**src/rtl/sram_arb_pkg.sv**
```systemverilog
// rtl/sram_arb_pkg.sv - shared types and requester indices for the SRAM arbiter
package sram_arb_pkg;

  localparam int NREQ     = 3;
  localparam int REQ_VGA  = 0;
  localparam int REQ_CAM  = 1;
  localparam int REQ_UART = 2;

  typedef enum logic [1:0] {
    IDLE,
    ACCESS,
    RELEASE
  } state_t;

endpackage

```
**src/rtl/sram_arb_pick.sv**
```systemverilog
// rtl/sram_arb_pick.sv - starvation counters and fixed-priority winner selection
module sram_arb_pick
  import sram_arb_pkg::*;
#(
  parameter int STARVE_LIMIT = 8
) (
  input  logic            clk,
  input  logic            rst,
  input  logic [NREQ-1:0] req,
  input  logic            arb,
  output logic [NREQ-1:0] winner,
  output logic            valid
);

  localparam int CW = $clog2(STARVE_LIMIT + 1);

  // VGA is top priority and never needs promotion, so it has no counter
  logic [CW-1:0]   cnt [REQ_CAM:NREQ-1];
  logic [NREQ-1:0] sat;
  logic [NREQ-1:0] pool;

  for (genvar i = REQ_CAM; i < NREQ; i++) begin : g_cnt
    always_ff @(posedge clk) begin
      if (rst || !req[i]) begin
        cnt[i] <= '0;
      end else if (arb) begin
        if (winner[i]) begin
          cnt[i] <= '0;
        end else if (cnt[i] != CW'(STARVE_LIMIT)) begin
          cnt[i] <= cnt[i] + 1'b1;
        end
      end
    end
  end

  always_comb begin
    sat = '0;
    for (int i = REQ_CAM; i < NREQ; i++) begin
      sat[i] = req[i] && (cnt[i] == CW'(STARVE_LIMIT));
    end
  end

  // Saturated requesters pre-empt the normal pool; lowest set bit wins
  always_comb begin
    pool   = (|sat) ? sat : req;
    winner = pool & (~pool + NREQ'(1));
    valid  = |req;
  end

endmodule

```
**src/rtl/sram_arbiter.sv**
```systemverilog
// rtl/sram_arbiter.sv - single-outstanding SRAM port arbiter with aging and workdone timeout
module sram_arbiter
  import sram_arb_pkg::*;
#(
  parameter int ADDR_W       = 20,
  parameter int DATA_W       = 32,
  parameter int TIMEOUT      = 15,
  parameter int STARVE_LIMIT = 8
) (
  input  logic                   clk,
  input  logic                   rst,
  input  logic [NREQ-1:0]        req,
  input  logic [NREQ-1:0]        we,
  input  logic [NREQ*ADDR_W-1:0] addr,
  input  logic [NREQ*DATA_W-1:0] wdata,
  output logic [NREQ-1:0]        gnt,
  output logic [NREQ-1:0]        done,
  output logic [NREQ-1:0]        err,
  output logic [DATA_W-1:0]      rdata,
  output logic                   busy,
  output logic                   mem_read,
  output logic                   mem_write,
  output logic [ADDR_W-1:0]      mem_addr,
  output logic [DATA_W-1:0]      mem_wdata,
  input  logic                   mem_done,
  input  logic [DATA_W-1:0]      mem_rdata
);

  localparam int TW = $clog2(TIMEOUT + 1);

  state_t          state, state_nx;
  logic [NREQ-1:0] winner;
  logic            valid;
  logic [TW-1:0]   tcnt;
  logic            sel_we;
  logic [ADDR_W-1:0] sel_addr;
  logic [DATA_W-1:0] sel_wdata;

  sram_arb_pick #(.STARVE_LIMIT(STARVE_LIMIT)) u_pick (
    .clk    (clk),
    .rst    (rst),
    .req    (req),
    .arb    (state == IDLE),
    .winner (winner),
    .valid  (valid)
  );

  always_comb begin
    sel_we    = 1'b0;
    sel_addr  = '0;
    sel_wdata = '0;
    for (int i = 0; i < NREQ; i++) begin
      if (winner[i]) begin
        sel_we    = we[i];
        sel_addr  = addr[i*ADDR_W +: ADDR_W];
        sel_wdata = wdata[i*DATA_W +: DATA_W];
      end
    end
  end

  always_ff @(posedge clk) begin
    if (rst) state <= IDLE;
    else     state <= state_nx;
  end

  always_comb begin
    state_nx = state;
    case (state)
      IDLE:    if (valid) state_nx = ACCESS;
      ACCESS:  if (mem_done || tcnt == TW'(TIMEOUT)) state_nx = RELEASE;
      RELEASE: state_nx = IDLE;
      default: state_nx = IDLE;
    endcase
  end

  // The registered mem_* outputs double as the transaction latches; gnt is the owner
  always_ff @(posedge clk) begin
    if (rst) begin
      gnt       <= '0;
      done      <= '0;
      err       <= '0;
      rdata     <= '0;
      busy      <= 1'b0;
      mem_read  <= 1'b0;
      mem_write <= 1'b0;
      mem_addr  <= '0;
      mem_wdata <= '0;
      tcnt      <= '0;
    end else begin
      done <= '0;
      err  <= '0;
      busy <= (state_nx != IDLE);
      case (state)
        IDLE: begin
          if (valid) begin
            gnt       <= winner;
            mem_read  <= !sel_we;
            mem_write <= sel_we;
            mem_addr  <= sel_addr;
            mem_wdata <= sel_wdata;
            tcnt      <= '0;
          end
        end
        ACCESS: begin
          tcnt <= tcnt + 1'b1;
          if (mem_done) begin
            done <= gnt;
            if (mem_read) rdata <= mem_rdata;
          end else if (tcnt == TW'(TIMEOUT)) begin
            err <= gnt;
          end
          if (state_nx == RELEASE) begin
            gnt       <= '0;
            mem_read  <= 1'b0;
            mem_write <= 1'b0;
          end
        end
        default: ;
      endcase
    end
  end

endmodule
```
**config.mk**
```make
export PLATFORM = sky130hd
export DESIGN_NAME = sram_arbiter
export DESIGN_NICKNAME = d
export VERILOG_FILES = /design/src/rtl/sram_arb_pkg.sv /design/src/rtl/sram_arb_pick.sv /design/src/rtl/sram_arbiter.sv
export SDC_FILE = /design/constraint.sdc
export NUM_CORES = 1
export LEC_CHECK = 0
export CAP_MARGIN = 20
export CORE_UTILIZATION = 40
export CTS_CLUSTER_DIAMETER = 80
export CTS_CLUSTER_SIZE = 12
export DETAILED_ROUTE_END_ITERATION = 7
export PLACE_DENSITY = 0.8
export SLEW_MARGIN = 20
export SYNTH_ARGS = -nofsm -noshare
export SYNTH_HDL_FRONTEND = slang
export SYNTH_HIERARCHICAL = 1
export SYNTH_SLANG_ARGS = --single-unit
```
**constraint.sdc**
```tcl
create_clock -name clk -period 6.7 [get_ports clk]
set_input_delay 1.005 -clock clk [delete_from_list [all_inputs] [get_ports clk]]
set_output_delay 1.005 -clock clk [all_outputs]
set_load 0.05 [all_outputs]
```
== Word level (Yosys, flattened, before mapping) ==
Memory sizes are Yosys's and may differ from the RTL's.
Cells that the tools add are included.

* Bitwise logic cells: 9
* Mux-type cells: 49
* Reductions and logical operators: 19
* Add/sub/neg operators: 4
* Equal/unequal tests: 9

{| class="wikitable"
|+ Operator list
! cell !! number
|-
| two-way mux 32 bit || 3
|-
| two-way mux 20 bit || 3
|-
| two-way mux 1 bit || 28
|-
| two-way mux 4 bit || 5
|-
| adder 4 x 1 -> 4 bit (second input constant) || 3
|-
| equality test 4 bit (second input constant) || 3
|-
| two-way mux 3 bit || 3
|-
| != test 4 bit (second input constant) || 2
|-
| case mux 4 bit (2 select lines) || 1
|-
| case mux 3 bit (2 select lines) || 1
|-
| AND reduction 3 bit || 2
|-
| OR reduction 3 bit || 2
|-
| two-way mux 2 bit || 2
|-
| != test 2 bit (second input constant) || 2
|-
| OR 1 bit || 4
|-
| case mux 1 bit (2 select lines) || 2
|-
| case mux 2 bit (2 select lines) || 1
|-
| AND reduction 2 bit || 2
|-
| nonzero test 2 bit || 2
|-
| OR reduction 4 bit || 1
|-
| adder 3 x 1 -> 3 bit (second input constant) || 1
|-
| AND 3 bit || 1
|-
| zero test 1 bit || 3
|-
| logical OR 1 bit || 3
|-
| other kinds (7) || 10
|}

* Output and inout bits: 96
* Register bits after elaboration: 102
* Memories kept: 1
* RAM bits: 8

{| class="wikitable"
|+ Memories
! name !! depth !! bits a word !! rd ports !! clocked after Yosys merged registers in !! wr ports !! line !! text
|-
| u_pick.cnt || 2 || 4 || 2 || 0 || 2 || sram_arb_pick.sv:18 || <nowiki>logic [CW-1:0] cnt [REQ_CAM:NREQ-1];</nowiki>
|}

== Longest topological paths before layout ==
Gate-level depths: netlist of run 1.
An unclocked memory read counts as a cell.

* Depth in word-level cells: 14
* Depth in mapped cells: 10
* Mapped depth without buffers: 8

== Cells and area by module ==
Netlist of run 1, hierarchy kept.

{| class="wikitable"
|+ Modules (own cells, without submodules)
! module !! cells each !! seq. area each (um2) !! times used !! area an instance (um2)
|-
| sram_arbiter || 628 || 2042.0 || 1 || 4873.4
|-
| sram_arb_pick || 49 || 240.2 || 1 || 511.7
|}

== Worst setup path before layout of run 1 ==
OpenSTA, ideal clock, no wires.

* Path kind: input -> register
* From: in req[2]
* To: reg mem_wdata[19]
* Stages: 8
* Arrival: 2.433 ns
* Setup time: 0.070 ns
* Setup slack: 4.196 ns
* Buffers on the path: 3
* Path through: and4b_1 -> o21ai_0 -> buf_2 -> buf_2 -> clkbuf_1 -> a21oi_1 -> a221o_1 -> a21oi_1

* Elaborated cells on any way between the ends: 11
* Those cells by class: add/sub (1); mux (4); bitwise (2); reduce/logical (4)

{| class="wikitable"
|+ RTL lines
! item !! line !! text
|-
| start, declared || sram_arbiter.sv:12 || <nowiki>input logic [NREQ-1:0] req,</nowiki>
|-
| logical AND 1 bit * || sram_arb_pick.sv:39 || <nowiki>sat[i] = req[i] && (cnt[i] == CW'(STARVE_LIMIT));</nowiki>
|-
| OR reduction 2 bit * || sram_arb_pick.sv:45 || <nowiki>pool = (|sat) ? sat : req;</nowiki>
|-
| two-way mux 3 bit * || sram_arb_pick.sv:45 ||
|-
| inverter 3 bit || sram_arb_pick.sv:46 || <nowiki>winner = pool & (~pool + NREQ'(1));</nowiki>
|-
| adder 3 x 1 -> 3 bit || sram_arb_pick.sv:46 ||
|-
| AND 3 bit * || sram_arb_pick.sv:46 ||
|-
| via winner[1] || sram_arbiter.sv:32 || <nowiki>logic [NREQ-1:0] winner;</nowiki>
|-
| two-way mux 32 bit * (2 in series) || sram_arbiter.sv:53 || <nowiki>if (winner[i]) begin</nowiki>
|-
| end signal, assigned || sram_arbiter.sv:100 || <nowiki>mem_wdata <= sel_wdata;</nowiki>
|-
| end, declared || sram_arbiter.sv:24 || <nowiki>output logic [DATA_W-1:0] mem_wdata,</nowiki>
|}

Mark *: on every way through the listed nets, which the timed path passes. The rest lies on a longest branch.
A chain may end at the register's enable or synchronous reset.

== Worst setup path after layout of run 1 ==
* From: in req[1]
* To: reg mem_addr[13]

* Elaborated cells on any way between the ends: 11
* Those cells by class: add/sub (1); mux (4); bitwise (2); reduce/logical (4)

{| class="wikitable"
|+ RTL lines
! item !! line !! text
|-
| OR reduction 3 bit || sram_arb_pick.sv:47 || <nowiki>valid = |req;</nowiki>
|-
| via valid || sram_arbiter.sv:33 || <nowiki>logic valid;</nowiki>
|-
| AND reduction 2 bit (no line) || -- ||
|-
| end signal, assigned || sram_arbiter.sv:99 || <nowiki>mem_addr <= sel_addr;</nowiki>
|-
| end, declared || sram_arbiter.sv:23 || <nowiki>output logic [ADDR_W-1:0] mem_addr,</nowiki>
|}

The timed path passes the listed nets, and every way through them passes these cells.

==> metrics, run 1 <==
status finished, final reports clean; slew at the pin closest to its max-slew limit 1.11 ns; hold path start rdata[29]; Post-DP HPWL 11700 µm; f_max 296 MHz; hold endpoint rdata[29]; worst hold stages 2; Num CTS Buffers 9; Synthesized Nets 879; CTS tree yes; RSZ-0062 raised after global routing no; I/O pins 293; HP Class reg -> reg; Max-Cap Viols 0; Post-synth EDFFs 8; Post-Syn Area 5390 µm²; critical path arrival 3.57 ns; Die X 118 µm; dpl ws 2.96 ns; Post-synth top flop dfxtp_1; vias in the first global route 5468; Root Buffer clkbuf_16; DR WL/cell 15.4 µm; Hold Slack 0.454 ns; worst r2r src u_pick/cnt[1][0]; vias after detailed routing 5726; die area 13900 µm²; worst r2r dst mem_wdata[16]; total power per unit cell area 205 nW/µm²; clk sink count 110; worst rel slew slack 0.259; fin. max-slew vios 0; pin count of the biggest net entering global routing 108; crit end category flip-flop; clock latency on the worst-skew pair 0.35 ns; H-tree Lvls 3; Initial Utilization 0.408; Area Overhead vs Synth 59.7%; Synth warnings 6; first-pass GRT wire length 26900 µm; TNS Setup 0 ns; crit path max fanout 69; routability cong. 0.764; syn avg cell area 7.95 µm²; synthesized instance count 677; core area 13200 µm²; clock buffer depth 2; FFs w/ async S/R, synth 0; startpoint types input port; die height 118 µm; Detail Route Antenna Nets 0; Worst Skew 0.00851 ns; Clk pin slew, worst setup/hold paths 0.07 ns; Worst EP required 6.89 ns; Setup violations, final 0; layout cell share with drive strength beyond 1 0.0302; final worst setup slack 3.32 ns; Max rail drop VDD 0.117 mV; antenna violations before repair 0; initial DRC count 368; Tot GR Track Use 0.242; PortBufs 292; Reg2Reg Setup Slack 3.93 ns; CTS Hold Bufs 0; gr ovfl total 0; Yosys cell types 40; sequential share of the synthesized area 0.424; Residual DRC 0; Seq cells post-synth 110; final period utilization 0.504; vias per std cell 5.19; antenna cells 0; post-cts sizing count 0; Leak Pwr 3.14 nW; Tmin final 3.38 ns; WS Path Type in -> reg; final wirelength 17000 µm; Final #Nets 1124; Rows 42; Reg2Reg Depth 8; endpoints failing hold 0; setup repair bufs after CTS 0; Pre-antenna DRT Iters 5
==> where the power goes <==
part	internal, mW	switching [mW]	leakage [nW]
registers	0.702	0.0248	0.926
clock network	0.273	0.242	0.146
logic	0.235	0.283	2.07
==> layer usage <==
metal  share of wire  vias up  track usage
li1                -     2838            -
met1            0.40     2640        0.270
met2            0.49      218        0.414
met3           0.087       30       0.0858
met4           0.024        0        0.104
met5               0        -            0
==> cell families after synthesis <==
kind of cell	count (synthesis)	synth area share
fa+ha+maj	5	0.0116
compound gates	211	0.252
flops	110	0.424
mux	1	0.00186
buf+inv	122	0.0913
simple gates	224	0.213
xor+xnor	4	0.00651
==> stage by stage <==
step	std cells	power, mW	area (µm²)	util
2_1_floorplan	677	1.04	5390	-
3_3_place_gp	1087	1.25	8310	0.630
3_5_place_dp	1087	1.26	8310	0.630
4_1_cts	1103	1.78	8600	0.652
5_1_grt	1103	1.84	8600	0.652
6_report	1103	1.76	8600	0.652
==> cell type report <==
cell class | count | area [µm²]
clock inverters | 5 | 32.5
clock buffers | 11 | 253
repair buffers | 297 | 2960
flip-flops and latches | 110 | 2280
fillers | 1157 | 4590
well taps | 176 | 220
inverters | 59 | 221
multi-input cells | 445 | 2630
==> cells in the final DEF, fill, tap and decap left out, drive strengths merged, types with 5 or more instances in the layout <==
| cell type | netlist | routed |
|---|---|---|
| dfxtp | 102 | 102 |
| a21oi | 143 | 143 |
| inv | 59 | 60 |
| ha | 5 | 5 |
| nand3b | 58 | 58 |
| nor2 | 16 | 16 |
| nand2 | 121 | 121 |
| buf | 8 | 6 |
| clkbuf | 55 | 11 |
| edfxtp | 8 | 8 |
| clkdlybuf4s50 | 0 | 291 |
| a221o | 52 | 52 |
==> Yosys cell counts, drive strengths merged (4+ instances only) <==
cell	n	area, µm²
a21oi	143	716
nand2	121	454
dfxtp	102	2040
inv	59	221
nand3b	58	435
clkbuf	55	206
a221o	52	521
nor2	16	60.1
buf	8	63.8
edfxtp	8	240
ha	5	62.6
and3	4	25.0
nand3	4	20.0
o211ai	4	30.0
o21ai	4	20.0
==> how the worst max path moves through the flow <==
| stage | depth (start not counted) | slack (ns) | from | endpoint |
|---|---|---|---|---|
| CTS | 6 | 3.34 | req[1] | mem_addr[7] |
| finish | 6 | 3.32 | req[1] | mem_addr[13] |
| detailed placement | 6 | 2.96 | req[1] | mem_addr[10] |
| global route | 6 | 3.16 | req[1] | mem_addr[14] |
| floorplan | 8 | 4.20 | req[2] | mem_wdata[19] |
| global placement | 6 | 3.01 | req[1] | mem_addr[16] |
==> critical path, stage by stage <==
cell             delay, ns
clkdlybuf4s50_1       0.51
or3_1                 0.45
or3b_4                0.80
buf_4                 0.52
a221o_1               0.18
a21oi_1               0.06
==> registers in the layout (all words and copies together) (netlist names) <==
signal      cells
busy            1
done            3
err             3
gnt             3
mem_addr       20
mem_read        1
mem_wdata      32
mem_write       1
rdata          32
state           2
tcnt            4
u_pick/cnt      8
No activity file was read; power rests on OpenSTA's default activity.
==> inputs of run 2 (changes only) <==
CORE_UTILIZATION = 39   (was 40)
PLACE_DENSITY = 0.78   (was 0.8)
clock period = 3.4 ns   (was 6.7 ns; I/O delays follow)
==> run 2 against run 1 <==
Net effect: cell count grew 0.73%; clock-buffer cell count shrank 1; critical endpoint is now mem_addr[16]; total power grew 99%; register-to-register slack lost 2.9 ns; via count grew 0.33%; design area grew 1.7%; sequential power grew 97%; flip-flop and latch count is the same; critical path type unchanged.
==> metrics, run 2 (synthesized netlist as in run 1, its figures left out) <==
PortBufs 292 (unchanged); pin count of the biggest net entering global routing 60 (-44%); Area Overhead vs Synth 62.4%; die area 14300 µm² (+2.5%); post-cts sizing count 0 (unchanged); clock buffer depth 2 (unchanged); switching part of the total 0.317 (+0.00484); DR WL/cell 15.9 µm (+3.1%); sw power 1.11 mW (+100%); Clk pin slew, worst setup/hold paths 0.08 ns (about the same); vias after detailed routing 5745 (+0.33%); hold path start mem_wdata[27]; Pre-antenna DRT Iters 5 (unchanged); RSZ-0062 raised after global routing no; # fillers 1175 (+1.6%); Max-Cap Viols 0 (unchanged); final wirelength 17700 µm (+3.9%); startpoint types input port; I/O pins 293 (unchanged); Die X 120 µm (+1.2%); Worst Skew 0.00822 ns (-0.000295 ns); crit path max fanout 44 (-36%); Leak Pwr 3.20 nW (+1.9%); CTS tree yes; Post-DP HPWL 12600 µm (+7.1%); Residual DRC 0 (unchanged); Max rail drop VDD 0.222 mV (+90%); slew at the pin closest to its max-slew limit 0.604 ns (-0.508 ns); Reg2Reg Depth 8 (unchanged); TNS Setup 0 ns (unchanged); Num CTS Buffers 9 (unchanged); sequential share of power 0.409 (-0.004); Tmin final 2.47 ns; f_max 404 MHz; layout cell share with drive strength beyond 1 0.0364 (+0.00620); die height 120 µm (+1.2%); crit end category flip-flop; WS Path Type in -> reg; Tot GR Track Use 0.243 (+0.000701); Gate power share 0.301 (+0.007); routability cong. 0.924 (+21%); vias per std cell 5.17 (-0.39%); fin. max-slew vios 0 (unchanged); worst r2r src u_pick/cnt[1][0]; vias in the first global route 5324 (-2.6%); HP Class reg -> reg; Reg2Reg Setup Slack 0.99 ns (-2.94 ns); biggest regs mem_wdata: 32 flops, rdata: 32 flops, mem_addr: 20 flops; Root Buffer clkbuf_16; clock latency on the worst-skew pair 0.35 ns (about the same); clk sink count 110 (unchanged); most common cell after layout, fill and taps aside clkdlybuf4s50_1; worst hold stages 2 (unchanged); CTS Hold Bufs 0 (unchanged); worst rel slew slack 0.598 (+0.339); endpoints failing hold 0 (unchanged); setup repair bufs after CTS 0 (unchanged); antenna violations before repair 1 (+1); Setup violations, final 0 (unchanged); Initial Utilization 0.403 (-0.00482); status finished, final reports clean; final period utilization 0.727; initial DRC count 262 (-29%); Rows 42 (unchanged); worst r2r dst mem_addr[16]; Hold Slack 0.453 ns (-0.00117 ns); core area 13300 µm² (+1.2%); critical path arrival 2.76 ns (-0.81 ns); most frequent cells in the layout clkdlybuf4s50_1 (291), a21oi_1 (143), nand2_1 (121); first-pass GRT wire length 27200 µm (+1.1%); Final #Nets 1131 (+0.62%); total power per unit cell area 401 nW/µm² (+96%); H-tree Lvls 3 (unchanged); Clk network pwr share 0.290 (-0.003); Worst EP required 3.69 ns (-3.20 ns); gr ovfl total 0 (unchanged); Int Pwr 2.39 mW (+98%); hold endpoint mem_wdata[27]; Detail Route Antenna Nets 0 (unchanged)
## run 2: metal layers
metal / up-vias / wire length (µm) / GRT usage
met5: - / 0 / 0
met4: 0 / 631 / 0.122
met3: 37 / 1570 / 0.0803
met2: 236 / 8500 / 0.404
met1: 2619 / 6940 / 0.277
li1: 2853 / - / -
## run 2: power groups by stage
stage          combinational (mW)  clock (mW)  sequential (mW)
5_1_grt                      1.12        1.09             1.44
4_1_cts                      1.05        1.05             1.43
3_3_place_gp                 1.05           0             1.46
3_5_place_dp                 1.05           0             1.46
2_1_floorplan               0.350           0             1.70
6_report                     1.06        1.02             1.43
## run 2: worst max-delay path by stage
stage,startpoint,endpoint,slack (ns),cells past startpoint
2_1_floorplan,u_pick/cnt[2][0],mem_wdata[19],1.27,10
3_3_place_gp,req[2],mem_wdata[30],0.48,7
3_5_place_dp,req[2],mem_addr[16],0.41,7
4_1_cts,u_pick/cnt[2][0],mem_wdata[0],0.74,8
5_1_grt,req[1],mem_addr[9],0.75,7
6_report,req[1],mem_addr[16],0.93,7
## run 2: critical path, cell delays in order
cell and delay, ns:
clkdlybuf4s50_1 0.53, nand4b_1 0.27, and3_4 0.57, buf_4 0.34
a21oi_1 0.07, a221o_1 0.32, a21oi_1 0.12
## run 2: area by class of cell
type                    instances  area (µm²)  share of cell area
multi-input cells             445        2630               0.301
inverters                      59         221              0.0253
clock buffers                  10         239              0.0273
repair buffers                304        3110               0.355
flip-flops and latches        110        2280               0.261
well taps                     176         220              0.0252
diodes                          1        2.50            0.000286
clock inverters                 6        43.8             0.00501
## run 2: per-stage QoR
stage	cell area [µm²]	util	std cells	total power, mW	setup WS (ns)
after floorplan	5390	-	677	2.05	1.27
after global placement	8430	0.632	1093	2.50	0.481
after detailed placement	8430	0.632	1093	2.51	0.406
after CTS	8710	0.653	1109	3.53	0.738
after global routing	8740	0.655	1111	3.66	0.747
final	8740	0.655	1111	3.50	0.928
==> inputs of run 3 (changes only) <==
CORE_UTILIZATION = 36   (was 39)
PLACE_DENSITY = 0.76   (was 0.78)
clock period = 2 ns   (was 3.4 ns; I/O delays follow)
==> run 3 against run 2 <==
Net effect: the run now ends with setup timing left; design area increased by 7.1%; sequential share of layout area decreased by 1.7 points; core utilization decreased by 1.3 points; combinational power increased by 88%; critical path depth increased by 2; worst setup slack got worse by 0.99 ns; clock skew increased by 0.0030 ns; first-iteration DRC count increased by 57%; via count increased by 4.1%; critical path type is now reg -> reg; largest cell class unchanged.
==> metrics, run 3 (synthesized netlist as in run 1, its figures left out) <==
status finished, violations left; failing checks setup timing; routability cong. 0.818 (-12%); Tot GR Track Use 0.227 (-0.0158); final wirelength 19000 µm (+7.7%); fin. max-slew vios 0 (unchanged); Rows 44 (+4.8%); die area 15500 µm² (+8.2%); CTS tree yes; most frequent cells in the layout clkdlybuf4s50_1 (290), a21oi_1 (121), nand2_1 (121); GR Util met1 0.269 (-0.00801); Leak Pwr 3.47 nW (+8.6%); overall power 6.27 mW (+79%); Pre-antenna DRT Iters 4 (-1); antenna violations before repair 0 (-1); die height 124 µm (+4.0%); vias per std cell 5.18 (+0.20%); TNS Setup -0.358 ns (-0.358 ns); utilization after layout 0.642 (-0.0133); clock buffer depth 2 (unchanged); clk sink count 110 (unchanged); Die X 124 µm (+4.0%); clock latency on the worst-skew pair 0.35 ns (about the same); layout cell share with drive strength beyond 1 0.100 (+0.0636); Detail Route Antenna Nets 0 (unchanged); Num CTS Buffers 9 (unchanged); vias after detailed routing 5979 (+4.1%); initial DRC count 411 (+57%); critical path arrival 2.35 ns (-0.41 ns); Worst EP required 2.28 ns (-1.41 ns); crit end category flip-flop; Root Buffer clkbuf_16; # fillers 1262 (+7.4%); total power per unit cell area 669 nW/µm² (+67%); non-filler instance count after layout 1154 (+3.9%); slew at the pin closest to its max-slew limit 0.566 ns (-0.0374 ns); vias in the first global route 5527 (+3.8%); hold path start rst; Hold Slack 0.364 ns (-0.0881 ns); RSZ-0062 raised after global routing yes; most common cell after layout, fill and taps aside clkdlybuf4s50_1; gr busiest metal met2; Residual DRC 0 (unchanged); biggest regs mem_wdata: 32 flops, rdata: 32 flops, mem_addr: 20 flops; f_max 484 MHz; met2 Use GR 0.396 (-0.00875); Worst Skew 0.0112 ns (+0.00301 ns); Clk pin slew, worst setup/hold paths 0.07 ns (about the same); PortBufs 292 (unchanged); Area Overhead vs Synth 73.9%; Post-DP HPWL 13100 µm (+4.6%); placed cell count 1121 (+2.6%); endpoints failing hold 0 (unchanged); first-pass GRT wire length 28400 µm (+4.2%); H-tree Lvls 3 (unchanged); pin count of the biggest net entering global routing 51 (-15%); Global Route met3 Usage 0.0653 (-0.0150); final period utilization 1.03; final worst setup slack -0.0672 ns (-0.995 ns); Setup violations, final 15 (+15); core area 14600 µm² (+9.3%); antenna cells 0 (-1); worst r2r src u_pick/cnt[2][0]; crit path max fanout 7 (-84%); HP Class in -> reg; Max rail drop VDD 0.380 mV (+71%); worst rel slew slack 0.621 (+0.0238); Max-Cap Viols 0 (unchanged); I/O pins 293 (unchanged); Crit. Startpoint u_pick/cnt[2][0]; Tmin final 2.07 ns; Final #Nets 1167 (+3.2%); gr ovfl total 0 (unchanged); Initial Utilization 0.369 (-0.0343); DR WL/cell 16.5 µm (+3.7%); startpoint types flip-flop; WS Path Type reg -> reg
==> run 3: changes by cell type in the layout (fill, tap and decap cells not counted), moves of 2 or more <==
cell       delta
a21oi_1      -22
a21oi_2      +22
buf_12        +7
buf_4        +17
buf_6         +4
buf_8         +2
clkbuf_16     +8
clkinv_2      -2
ha_1          -2
ha_2          +2
==> run 3: critical path, stage by stage (launching register included) <==
cell	delay, ns
edfxtp_1	0.35
inv_1	0.05
ha_2	0.18
and4b_2	0.28
and3b_2	0.34
buf_12	0.13
clkbuf_16	0.14
nand3b_1	0.11
a221o_1	0.31
a21oi_1	0.11
==> run 3: final timing paths <==
| check | cells after the start | slack [ns] | end |
|---|---|---|---|
| hold reg to reg | 2 | 0.45 | rdata[20] |
| setup reg to reg | 9 | -0.07 | mem_addr[17] |
| setup / recovery | 9 | -0.07 | mem_addr[17] |
| hold / removal | 2 | 0.36 | tcnt[0] |
==> run 3: layout make-up <==
cell class | count | area [µm²] | area share
clock buffer | 11 | 264 | 0.0282
multi-input combinational | 446 | 2730 | 0.292
inverter | 59 | 221 | 0.0237
tap | 184 | 230 | 0.0246
sequential | 110 | 2280 | 0.244
clock inverter | 5 | 46.3 | 0.00494
timing repair buffer | 339 | 3590 | 0.383
==> run 3: per-layer routing <==
layer  up-vias  share of wire
li1       2932              -
met1      2787           0.42
met2       240           0.50
met3        20          0.070
met4         0          0.015
met5         -              0
==> run 3: timing repair <==
item                                   in CTS  in global routing
resized for setup                           3                 32
pin swaps                                   1                  9
cloned                                      0                  9
hold buffers                                0                  0
endpoints found under the hold margin       0                  0
buffers inserted                            0                  8
setup endpoints to repair                  40                 54
==> run 3: stage by stage <==
stage / area [µm²] / setup WS [ns]
2_1_floorplan: 5410 / 0.00147
3_3_place_gp: 8660 / -0.186
3_5_place_dp: 8660 / -0.222
4_1_cts: 8980 / -0.00644
5_1_grt: 9360 / -0.142
6_report: 9360 / -0.0672
==> run 3: power by group <==
part | switching [mW] | internal (mW) | leakage [nW] | total (mW)
registers | 0.0793 | 2.35 | 0.926 | 2.43
logic | 1.04 | 0.951 | 2.39 | 1.99
clock network | 0.870 | 0.979 | 0.154 | 1.85
